==> config.mk <==
export PLATFORM = sky130hd
export DESIGN_NAME = eq_scale_sequencer_flat
export DESIGN_NICKNAME = d
export VERILOG_FILES = /design/src/rtl/eq_sched_pkg.sv /design/src/rtl/eq_scale_sequencer_if.sv /design/src/rtl/eq_sat_shift.sv /design/src/rtl/eq_scale_sequencer.sv /design/src/flat_wrapper.sv
export SDC_FILE = /design/constraint.sdc
export NUM_CORES = 2
export LEC_CHECK = 0
export ABC_CLOCK_PERIOD_IN_PS = 30100
export CELL_PAD_IN_SITES_DETAIL_PLACEMENT = 1
export CELL_PAD_IN_SITES_GLOBAL_PLACEMENT = 1
export CORE_MARGIN = 5
export CORE_UTILIZATION = 50
export CTS_CLUSTER_SIZE = 8
export DETAILED_ROUTE_END_ITERATION = 16
export PLACE_DENSITY = 0.92
export SETUP_SLACK_MARGIN = 0.05
export SYNTH_ARGS = -nofsm -noshare
export SYNTH_HDL_FRONTEND = slang
export SYNTH_SLANG_ARGS = --single-unit
export TNS_END_PERCENT = 20
==> constraint.sdc <==
create_clock -name clk -period 30.1 [get_ports clk]
set_input_delay 6.02 -clock clk [delete_from_list [all_inputs] [get_ports clk]]
set_output_delay 6.02 -clock clk [all_outputs]
set_load 0.005 [all_outputs]
==> src/rtl/eq_sched_pkg.sv <==
// Shared types and constants for the time-multiplexed EQ gain/volume sequencer.
package eq_sched_pkg;

    typedef enum logic [1:0] {
        IDLE  = 2'd0,
        SCALE = 2'd1,
        VOL_L = 2'd2,
        VOL_R = 2'd3
    } seqState_t;

    localparam int AUD_W = 16;
    localparam int POT_W = 24;
    localparam int VOL_W = 12;
    localparam int ACC_W = 19;

    localparam int GAIN_SHIFT_DFLT = 22;
    localparam int VOL_SHIFT_DFLT  = 12;

    localparam int SAT_MAX = 32767;
    localparam int SAT_MIN = -32768;

    localparam logic signed [ACC_W-1:0] ACC_HI = ACC_W'(SAT_MAX);
    localparam logic signed [ACC_W-1:0] ACC_LO = ACC_W'(SAT_MIN);

    // Clamp a channel accumulator to the 16-bit audio range.
    function automatic logic signed [AUD_W-1:0] satAcc(input logic signed [ACC_W-1:0] acc);
        logic signed [AUD_W-1:0] res;
        if (acc > ACC_HI) begin
            res = AUD_W'(SAT_MAX);
        end else if (acc < ACC_LO) begin
            res = AUD_W'(SAT_MIN);
        end else begin
            res = acc[AUD_W-1:0];
        end
        return res;
    endfunction

endpackage

==> src/rtl/eq_scale_sequencer_if.sv <==
// Sample-side bus of the EQ scale sequencer: band/gain operands in, stereo result out.
interface eq_scale_sequencer_if #(
    parameter int NUM_BANDS = 5
);
    import eq_sched_pkg::*;

    logic                          vld;
    logic [AUD_W*NUM_BANDS-1:0]    band_lft;
    logic [AUD_W*NUM_BANDS-1:0]    band_rght;
    logic [POT_W*NUM_BANDS-1:0]    pot;
    logic [VOL_W-1:0]              vol_pot;
    logic                          clr_ovr;
    logic signed [AUD_W-1:0]       aud_out_lft;
    logic signed [AUD_W-1:0]       aud_out_rght;
    logic                          out_vld;
    logic                          busy;
    logic                          overrun;

    modport master (
        output vld, band_lft, band_rght, pot, vol_pot, clr_ovr,
        input  aud_out_lft, aud_out_rght, out_vld, busy, overrun
    );

    modport slave (
        input  vld, band_lft, band_rght, pot, vol_pot, clr_ovr,
        output aud_out_lft, aud_out_rght, out_vld, busy, overrun
    );

endinterface

==> src/rtl/eq_sat_shift.sv <==
// Arithmetic right shift with saturation to 16 bits; EQ_ROUND_EN adds half an LSB first.
module eq_sat_shift
    import eq_sched_pkg::*;
#(
    parameter int IN_W  = 41,
    parameter int SHIFT = 22
) (
    input  logic signed [IN_W-1:0]  prod,
    output logic signed [AUD_W-1:0] result
);

    // One guard bit so the rounding offset can never wrap the product.
    localparam int EXT_W = IN_W + 1;
    localparam logic signed [EXT_W-1:0] HI = EXT_W'(SAT_MAX);
    localparam logic signed [EXT_W-1:0] LO = EXT_W'(SAT_MIN);
`ifdef EQ_ROUND_EN
    localparam logic signed [EXT_W-1:0] HALF = EXT_W'(1) <<< (SHIFT - 1);
`endif

    logic signed [EXT_W-1:0] extProd;
    logic signed [EXT_W-1:0] shifted;

    always_comb begin
        extProd = {prod[IN_W-1], prod};
`ifdef EQ_ROUND_EN
        extProd = extProd + HALF;
`endif
        shifted = extProd >>> SHIFT;
        if (shifted > HI) begin
            result = AUD_W'(SAT_MAX);
        end else if (shifted < LO) begin
            result = AUD_W'(SAT_MIN);
        end else begin
            result = shifted[AUD_W-1:0];
        end
    end

endmodule

==> src/rtl/eq_scale_sequencer.sv <==
// Shares one signed multiplier across 2*NUM_BANDS band gains and two volume multiplies.
// Optional EQ_ROUND_EN: round-half-up before both gain and volume shifts.
module eq_scale_sequencer
    import eq_sched_pkg::*;
#(
    parameter int NUM_BANDS  = 5,
    parameter int GAIN_SHIFT = GAIN_SHIFT_DFLT,
    parameter int VOL_SHIFT  = VOL_SHIFT_DFLT
) (
    input  logic                 clk,
    input  logic                 rst_n,
    eq_scale_sequencer_if.slave  bus
);

    localparam int NUM_TERMS = 2 * NUM_BANDS;
    localparam int IDX_W     = $clog2(NUM_TERMS);
    localparam int PROD_W    = AUD_W + POT_W + 1;
    localparam logic [IDX_W-1:0] LAST_IDX = IDX_W'(NUM_TERMS - 1);
    localparam logic [IDX_W-1:0] LAST_LFT = IDX_W'(NUM_BANDS - 1);

    seqState_t stateReg, stateNext;

    logic [IDX_W-1:0]           idxReg;
    logic [AUD_W*NUM_BANDS-1:0] bandLftReg, bandRghtReg;
    logic [POT_W*NUM_BANDS-1:0] potReg;
    logic [VOL_W-1:0]           volReg;
    logic signed [ACC_W-1:0]    accLftReg, accRghtReg;
    logic signed [AUD_W-1:0]    holdLftReg, outLftReg, outRghtReg;
    logic                       outVldReg, overrunReg;

    logic signed [AUD_W-1:0]    audSel  [NUM_TERMS];
    logic [POT_W-1:0]           gainSel [NUM_TERMS];
    logic signed [AUD_W-1:0]    mulA;
    logic signed [POT_W:0]      mulB;
    logic signed [PROD_W-1:0]   product;
    logic signed [AUD_W-1:0]    termSat, volSat;

    // Term index 0..NUM_BANDS-1 walks the left bands, the rest walk the right bands.
    genvar gi;
    generate
        for (gi = 0; gi < NUM_BANDS; gi++) begin : g_unpack
            assign audSel[gi]              = bandLftReg[gi*AUD_W +: AUD_W];
            assign audSel[gi + NUM_BANDS]  = bandRghtReg[gi*AUD_W +: AUD_W];
            assign gainSel[gi]             = potReg[gi*POT_W +: POT_W];
            assign gainSel[gi + NUM_BANDS] = potReg[gi*POT_W +: POT_W];
        end
    endgenerate

    always_comb begin
        mulA = audSel[idxReg];
        mulB = {1'b0, gainSel[idxReg]};
        if (stateReg == VOL_L) begin
            mulA = satAcc(accLftReg);
            mulB = {{(POT_W - VOL_W + 1){1'b0}}, volReg};
        end else if (stateReg == VOL_R) begin
            mulA = satAcc(accRghtReg);
            mulB = {{(POT_W - VOL_W + 1){1'b0}}, volReg};
        end
    end

    assign product = PROD_W'(mulA) * PROD_W'(mulB);

    eq_sat_shift #(.IN_W(PROD_W), .SHIFT(GAIN_SHIFT)) u_gainShift (
        .prod   (product),
        .result (termSat)
    );

    eq_sat_shift #(.IN_W(PROD_W), .SHIFT(VOL_SHIFT)) u_volShift (
        .prod   (product),
        .result (volSat)
    );

    always_ff @(posedge clk or negedge rst_n) begin
        if (!rst_n) begin
            stateReg <= IDLE;
        end else begin
            stateReg <= stateNext;
        end
    end

    always_comb begin
        stateNext = stateReg;
        case (stateReg)
            IDLE:    if (bus.vld) stateNext = SCALE;
            SCALE:   if (idxReg == LAST_IDX) stateNext = VOL_L;
            VOL_L:   stateNext = VOL_R;
            VOL_R:   stateNext = IDLE;
            default: stateNext = IDLE;
        endcase
    end

    always_ff @(posedge clk or negedge rst_n) begin
        if (!rst_n) begin
            idxReg      <= '0;
            bandLftReg  <= '0;
            bandRghtReg <= '0;
            potReg      <= '0;
            volReg      <= '0;
            accLftReg   <= '0;
            accRghtReg  <= '0;
            holdLftReg  <= '0;
            outLftReg   <= '0;
            outRghtReg  <= '0;
            outVldReg   <= 1'b0;
            overrunReg  <= 1'b0;
        end else begin
            outVldReg <= 1'b0;
            case (stateReg)
                IDLE: begin
                    if (bus.vld) begin
                        bandLftReg  <= bus.band_lft;
                        bandRghtReg <= bus.band_rght;
                        potReg      <= bus.pot;
                        volReg      <= bus.vol_pot;
                        accLftReg   <= '0;
                        accRghtReg  <= '0;
                        idxReg      <= '0;
                    end
                end
                SCALE: begin
                    if (idxReg <= LAST_LFT) begin
                        accLftReg <= accLftReg + ACC_W'(termSat);
                    end else begin
                        accRghtReg <= accRghtReg + ACC_W'(termSat);
                    end
                    idxReg <= (idxReg == LAST_IDX) ? '0 : idxReg + IDX_W'(1);
                end
                VOL_L: holdLftReg <= volSat;
                VOL_R: begin
                    // Both channels publish together so the codec never sees a torn pair.
                    outLftReg  <= holdLftReg;
                    outRghtReg <= volSat;
                    outVldReg  <= 1'b1;
                end
                default: ;
            endcase

            if (bus.vld && (stateReg != IDLE)) begin
                overrunReg <= 1'b1;
            end else if (bus.clr_ovr) begin
                overrunReg <= 1'b0;
            end
        end
    end

    assign bus.aud_out_lft  = outLftReg;
    assign bus.aud_out_rght = outRghtReg;
    assign bus.out_vld      = outVldReg;
    assign bus.busy         = (stateReg != IDLE);
    assign bus.overrun      = overrunReg;

endmodule

==> src/flat_wrapper.sv <==
// flat-port wrapper written by rule: the top's interface ports become plain ports
module eq_scale_sequencer_flat import eq_sched_pkg::*;
#(
    parameter int NUM_BANDS  = 5,
    parameter int GAIN_SHIFT = GAIN_SHIFT_DFLT,
    parameter int VOL_SHIFT  = VOL_SHIFT_DFLT
)
  (clk, rst_n, bus_vld, bus_band_lft, bus_band_rght, bus_pot, bus_vol_pot, bus_clr_ovr, bus_aud_out_lft, bus_aud_out_rght, bus_out_vld, bus_busy, bus_overrun);
  eq_scale_sequencer_if #(.NUM_BANDS(NUM_BANDS)) bus_i ();
  input  logic clk;
  input  logic rst_n;
  input wire logic [$bits(bus_i.vld)-1:0] bus_vld;
  input wire logic [$bits(bus_i.band_lft)-1:0] bus_band_lft;
  input wire logic [$bits(bus_i.band_rght)-1:0] bus_band_rght;
  input wire logic [$bits(bus_i.pot)-1:0] bus_pot;
  input wire logic [$bits(bus_i.vol_pot)-1:0] bus_vol_pot;
  input wire logic [$bits(bus_i.clr_ovr)-1:0] bus_clr_ovr;
  output wire logic [$bits(bus_i.aud_out_lft)-1:0] bus_aud_out_lft;
  output wire logic [$bits(bus_i.aud_out_rght)-1:0] bus_aud_out_rght;
  output wire logic [$bits(bus_i.out_vld)-1:0] bus_out_vld;
  output wire logic [$bits(bus_i.busy)-1:0] bus_busy;
  output wire logic [$bits(bus_i.overrun)-1:0] bus_overrun;
  assign bus_i.vld = bus_vld;
  assign bus_i.band_lft = bus_band_lft;
  assign bus_i.band_rght = bus_band_rght;
  assign bus_i.pot = bus_pot;
  assign bus_i.vol_pot = bus_vol_pot;
  assign bus_i.clr_ovr = bus_clr_ovr;
  assign bus_aud_out_lft = bus_i.aud_out_lft;
  assign bus_aud_out_rght = bus_i.aud_out_rght;
  assign bus_out_vld = bus_i.out_vld;
  assign bus_busy = bus_i.busy;
  assign bus_overrun = bus_i.overrun;
  eq_scale_sequencer #(.NUM_BANDS(NUM_BANDS), .GAIN_SHIFT(GAIN_SHIFT), .VOL_SHIFT(VOL_SHIFT)) u_core (.clk(clk), .rst_n(rst_n), .bus(bus_i));
endmodule
==> results.md, run 1 <==
* Outcome: did not finish
* Last stage reached: 5_1_grt
* Stop err: [ERROR GRT-0232] Routing congestion too high. Check the congestion heatmap in the GUI.
* Pin count of the biggest net entering global routing at 104
* Post-synth top area share at between 20% and 30%
* EDFF count, synth at 0
* Input/output buffers at 330
* Grt total ovfl at 154
* Synthesized area at between 0.03 and 0.04 sq mm
* Cell taking the most area after synthesis: dfrtp_1
* Post-CTS Setup Inserts at 0
* Starting density of the core at between 50% and 60%
* Root Driver: clkbuf_16
* Dpl cell area at 0.0370 sq mm
* Ports at 331
* Row cnt at 94
* Die width at approximately 270 um
* Cells after Synth at 3239
* Ys async rst share at 100%
* Largest family of logic cells by synthesized area: adder cells
* Seq/Total Area, Yosys at ~30%
* Simple-gate share of the synthesized area at between 10% and 20%
* Yosys Warn Count at 0
* Most common cell in the synthesized netlist: inv_1
* Post-Synth XOR/XNOR Area at under 10%
* Syn Nets at 4021
* Chip height at ~270 um
* Post-synthesis compound-gate area fraction at roughly a tenth
* Mux share of post-synthesis cell area at between 15 and 20%
* Post-synth top flop: dfrtp_1
* CTS resizes at 0
* Avg Synthesized Cell Area at approximately 10 sq um
* CTS Hold Bufs at 0
* Post-Synth Adder-Cell Area at 25.5%
* Clk buf depth at 3
* H-tree depth at 2
* GRT Resource Usage Total at 75.3%
* Initial antenna violation count at 32
* Hpwl dp at about 99 mm
* Post-synth top cells: inv_1 (414), dfrtp_1 (386), mux2_2 (329)
* Seq cells post-synth at ~390
* TritonCTS Buffers at between 50 and 60
* Clock sinks at roughly 390
* Main area contributors after synthesis: dfrtp_1 (29%), fa_1 (19%), mux2_2 (11%), ha_1 (6.8%), inv_1 (4.7%)
* Yosys cell types at slightly above 80
* Placer Congestion at roughly 0.96
## layer usage
metal,global-route usage [%],overflow
met1,72.6,12
met2,87.5,66
met3,69.9,16
met4,70.3,60
met5,49.1,0
## through the flow
| stage | hold WS [ns] | worst slack, ns | instances |
|---|---|---|---|
| detailed placement | 0.482 | 15.19 | 4304 |
| global placement | 0.474 | 16.37 | 4304 |
| CTS | 0.496 | 14.49 | 4366 |
| floorplan | 0.449 | 17.22 | 3239 |
## cells by family after synthesis
group,Yosys count
adders and majority gates,486
DFF,386
muxes,444
AOI/OAI and AO/OA,497
xor gates and xnor gates,47
and+or+nand+nor,793
buffers and inverters,586
==> run 2: changes to the inputs <==
CELL_PAD_IN_SITES_DETAIL_PLACEMENT = not set   (was 1)
CELL_PAD_IN_SITES_GLOBAL_PLACEMENT = not set   (was 1)
CORE_UTILIZATION = 40   (was 50)
CTS_CLUSTER_SIZE = not set   (was 8)
PLACE_DENSITY = not set   (was 0.92)
PLACE_DENSITY_LB_ADDON = 0.15   (was not set)
SETUP_SLACK_MARGIN = not set   (was 0.05)
==> run 2 against run 1 <==
Compared with the run above: the flow now finishes without violations; synthesized area did not move; synthesized cell count did not move.
==> results.md, run 2 <==
* Starting density of the core at roughly two fifths
* Post-synth top flop: dfrtp_1
* Slowest-stage cell, CP: dfrtp_4
* Drt wl/cell at 21.9 um
* Input/output buffers at 330
* Pin count of the biggest net entering global routing at around 160
* DRT Pass-1 Iters at 7
* Ports at about 330
* Worst skew pair latency at about 0.61 ns
* Seq cells post-synth at around 390
* Yosys Warn Count at 0
* Outcome: completed
* Setup_tns at 0 ns
* Clk buf depth at 3
* Max FFs per register at 120
* Final wirelength at 101 mm
* Main area contributors after synthesis: dfrtp_1 (29%), fa_1 (19%), mux2_2 (11%), ha_1 (6.8%), inv_1 (4.7%)
* Detailed-route vias per instance at 5.39
* Biggest register: u_core.potReg
* Worst-margin pin slew at slightly above 1 ns
* GRT Resource Usage Total at between 20% and 30%
* Pins Over Slew Limit at 0
* CTS resizes at 0
* Most common cell in the synthesized netlist: inv_1
* Most common cell after layout, fill and taps aside: inv_1
* CP most frequent cell: fa_1
* Final period util at 48.0%
* TritonCTS Buffers at 46
* Commonest non-fill, non-tap cells in the layout: inv_1 (413), dfrtp_1 (383), mux2_2 (329), clkdlybuf4s50_1 (329), fa_1 (307)
* Vias in the first global route at approximately 26000
* CP Data Arrival Time at approximately 15 ns
* Final hold violations at 0
* Number of nets in the layout at 4270
* Crit path largest cell delay at roughly 0.96 ns
* Core box area at about 0.082 sq mm
* Startpoint types: flop
* First-pass GRT wire length at about 160 mm
* CP Capture Type: flop
* Ys async rst share at 100%
* Maximum fanout along the worst path at 67
* Post-synth top cells: inv_1 (414), dfrtp_1 (386), mux2_2 (329)
* WP data required at roughly 31 ns
* Cell taking the most area after synthesis: dfrtp_1
* Placer Congestion at a little under 0.9
* Clock Skew at ~0.043 ns
* Die footprint at 0.0881 sq mm
* Layout cells sized above 1 at roughly 15%
* Root Driver: clkbuf_16
* Chip height at 297 um
* Largest registers: u_core.potReg: 120 flops, u_core.bandLftReg: 80 flops, u_core.bandRghtReg: 80 flops
* Final ANT Viol Nets at 0
* Die width at about 300 um
* H-tree depth at 2
* Hpwl dp at 78.4 mm
* RSZ-0062 raised after global routing: false
* Period minus WS final at approximately 14 ns
* DR DRC count at 0
* DRT iter0 DRCs at about 1700
* Vias at 24800
* Rel. slew slack at 31.3%
* CTS Hold Bufs at 0
* Fmax at 69.3 MHz
* Post-synth top area share at ~29%
* Initial antenna violation count at 21
* TritonCTS clock tree: done
* Hold crit path type: reg2reg
* Reg clk slew, reported paths at approximately 0.060 ns
* Grt total ovfl at 0
* Clock sinks at 386
* Area Growth Syn to Fin at 18.0%
* Max_cap viols at 0
* Synthesized area at between 0.03 and 0.04 sq mm
* Cells after Synth at 3239
* Yosys cell types at between 80 and 90
* Post-CTS Setup Inserts at 0
* Row cnt at 105
* Syn Nets at roughly 4000
* Avg Synthesized Cell Area at approximately 10 sq um
* Setup Viol. Count Final at 0
* Seq/Total Area, Yosys at between 20% and 30%
* EDFF count, synth at 0
* Crit path kind: reg2reg
==> run 2: routing by layer <==
layer	wire length, um	global-route usage [%]	up-vias
met4	2460	5.18	24
met5	170	0	-
li1	-	-	11400
met3	7150	5.39	147
met2	46900	36.7	760
met1	43800	30.7	12400
==> run 2: logic make-up after synthesis <==
| logic type | synth area share (%) |
|---|---|
| AO/OA/AOI/OAI | 10.1 |
| AND/OR/NAND/NOR | 10.8 |
| adder cells (fa/ha/maj) | 25.5 |
| multiplexers | 16.1 |
| buffers and inverters | 6.84 |
| XOR/XNOR | 1.25 |
| flip-flops | 29.4 |
==> run 2: critical path: cells and delay by family (launching register included) <==
family / cells / cell delay (ns)
AOI/OAI and AO/OA: 17 / 5.00
adders and majority gates: 9 / 4.07
and+or+nand+nor: 10 / 2.17
buffers and inverters: 7 / 1.33
DFF: 1 / 0.96
xor gates and xnor gates: 1 / 0.65
==> run 2: final timing paths <==
kind,startpoint,cells after the start,end,slack (ns)
setup / recovery,u_core.idxReg[0],44,u_core.accLftReg[18],15.66
min in group asynchronous,rst_n,1,u_core.potReg[10],5.49
hold reg to reg,u_core.bandLftReg[61],1,u_core.bandLftReg[61],0.50
hold / removal,u_core.bandLftReg[61],1,u_core.bandLftReg[61],0.50
setup reg to reg,u_core.idxReg[0],44,u_core.accLftReg[18],15.66
max in group asynchronous,rst_n,3,u_core.bus.aud_out_rght[14],22.36
==> run 2: final cells by class <==
class / count / area (sq um)
well taps: 1070 / 1340
clock inverters: 18 / 267
multi-input cells: 2267 / 21000
repair buffers: 371 / 3640
flip-flops and latches: 386 / 9670
clock buffers: 60 / 1300
diodes: 9 / 22.5
fillers: 7806 / 43000
inverters: 416 / 1560
==> run 2: per-stage QoR <==
stage	setup WS, ns	instance area (sq um)	hold slack (ns)	instances	utilization, %
after floorplan	17.22	32900	0.449	3239	-
final	15.66	38800	0.500	4597	47.4
after CTS	15.81	38800	0.502	4588	47.4
after global placement	16.03	37200	0.482	4510	45.5
after detailed placement	15.87	37200	0.486	4510	45.5
after global routing	14.66	38800	0.506	4588	47.4
Power of run 2 is not shown: default switching activity piles up to over one toggle a cycle in this logic, so the estimate is an artifact.
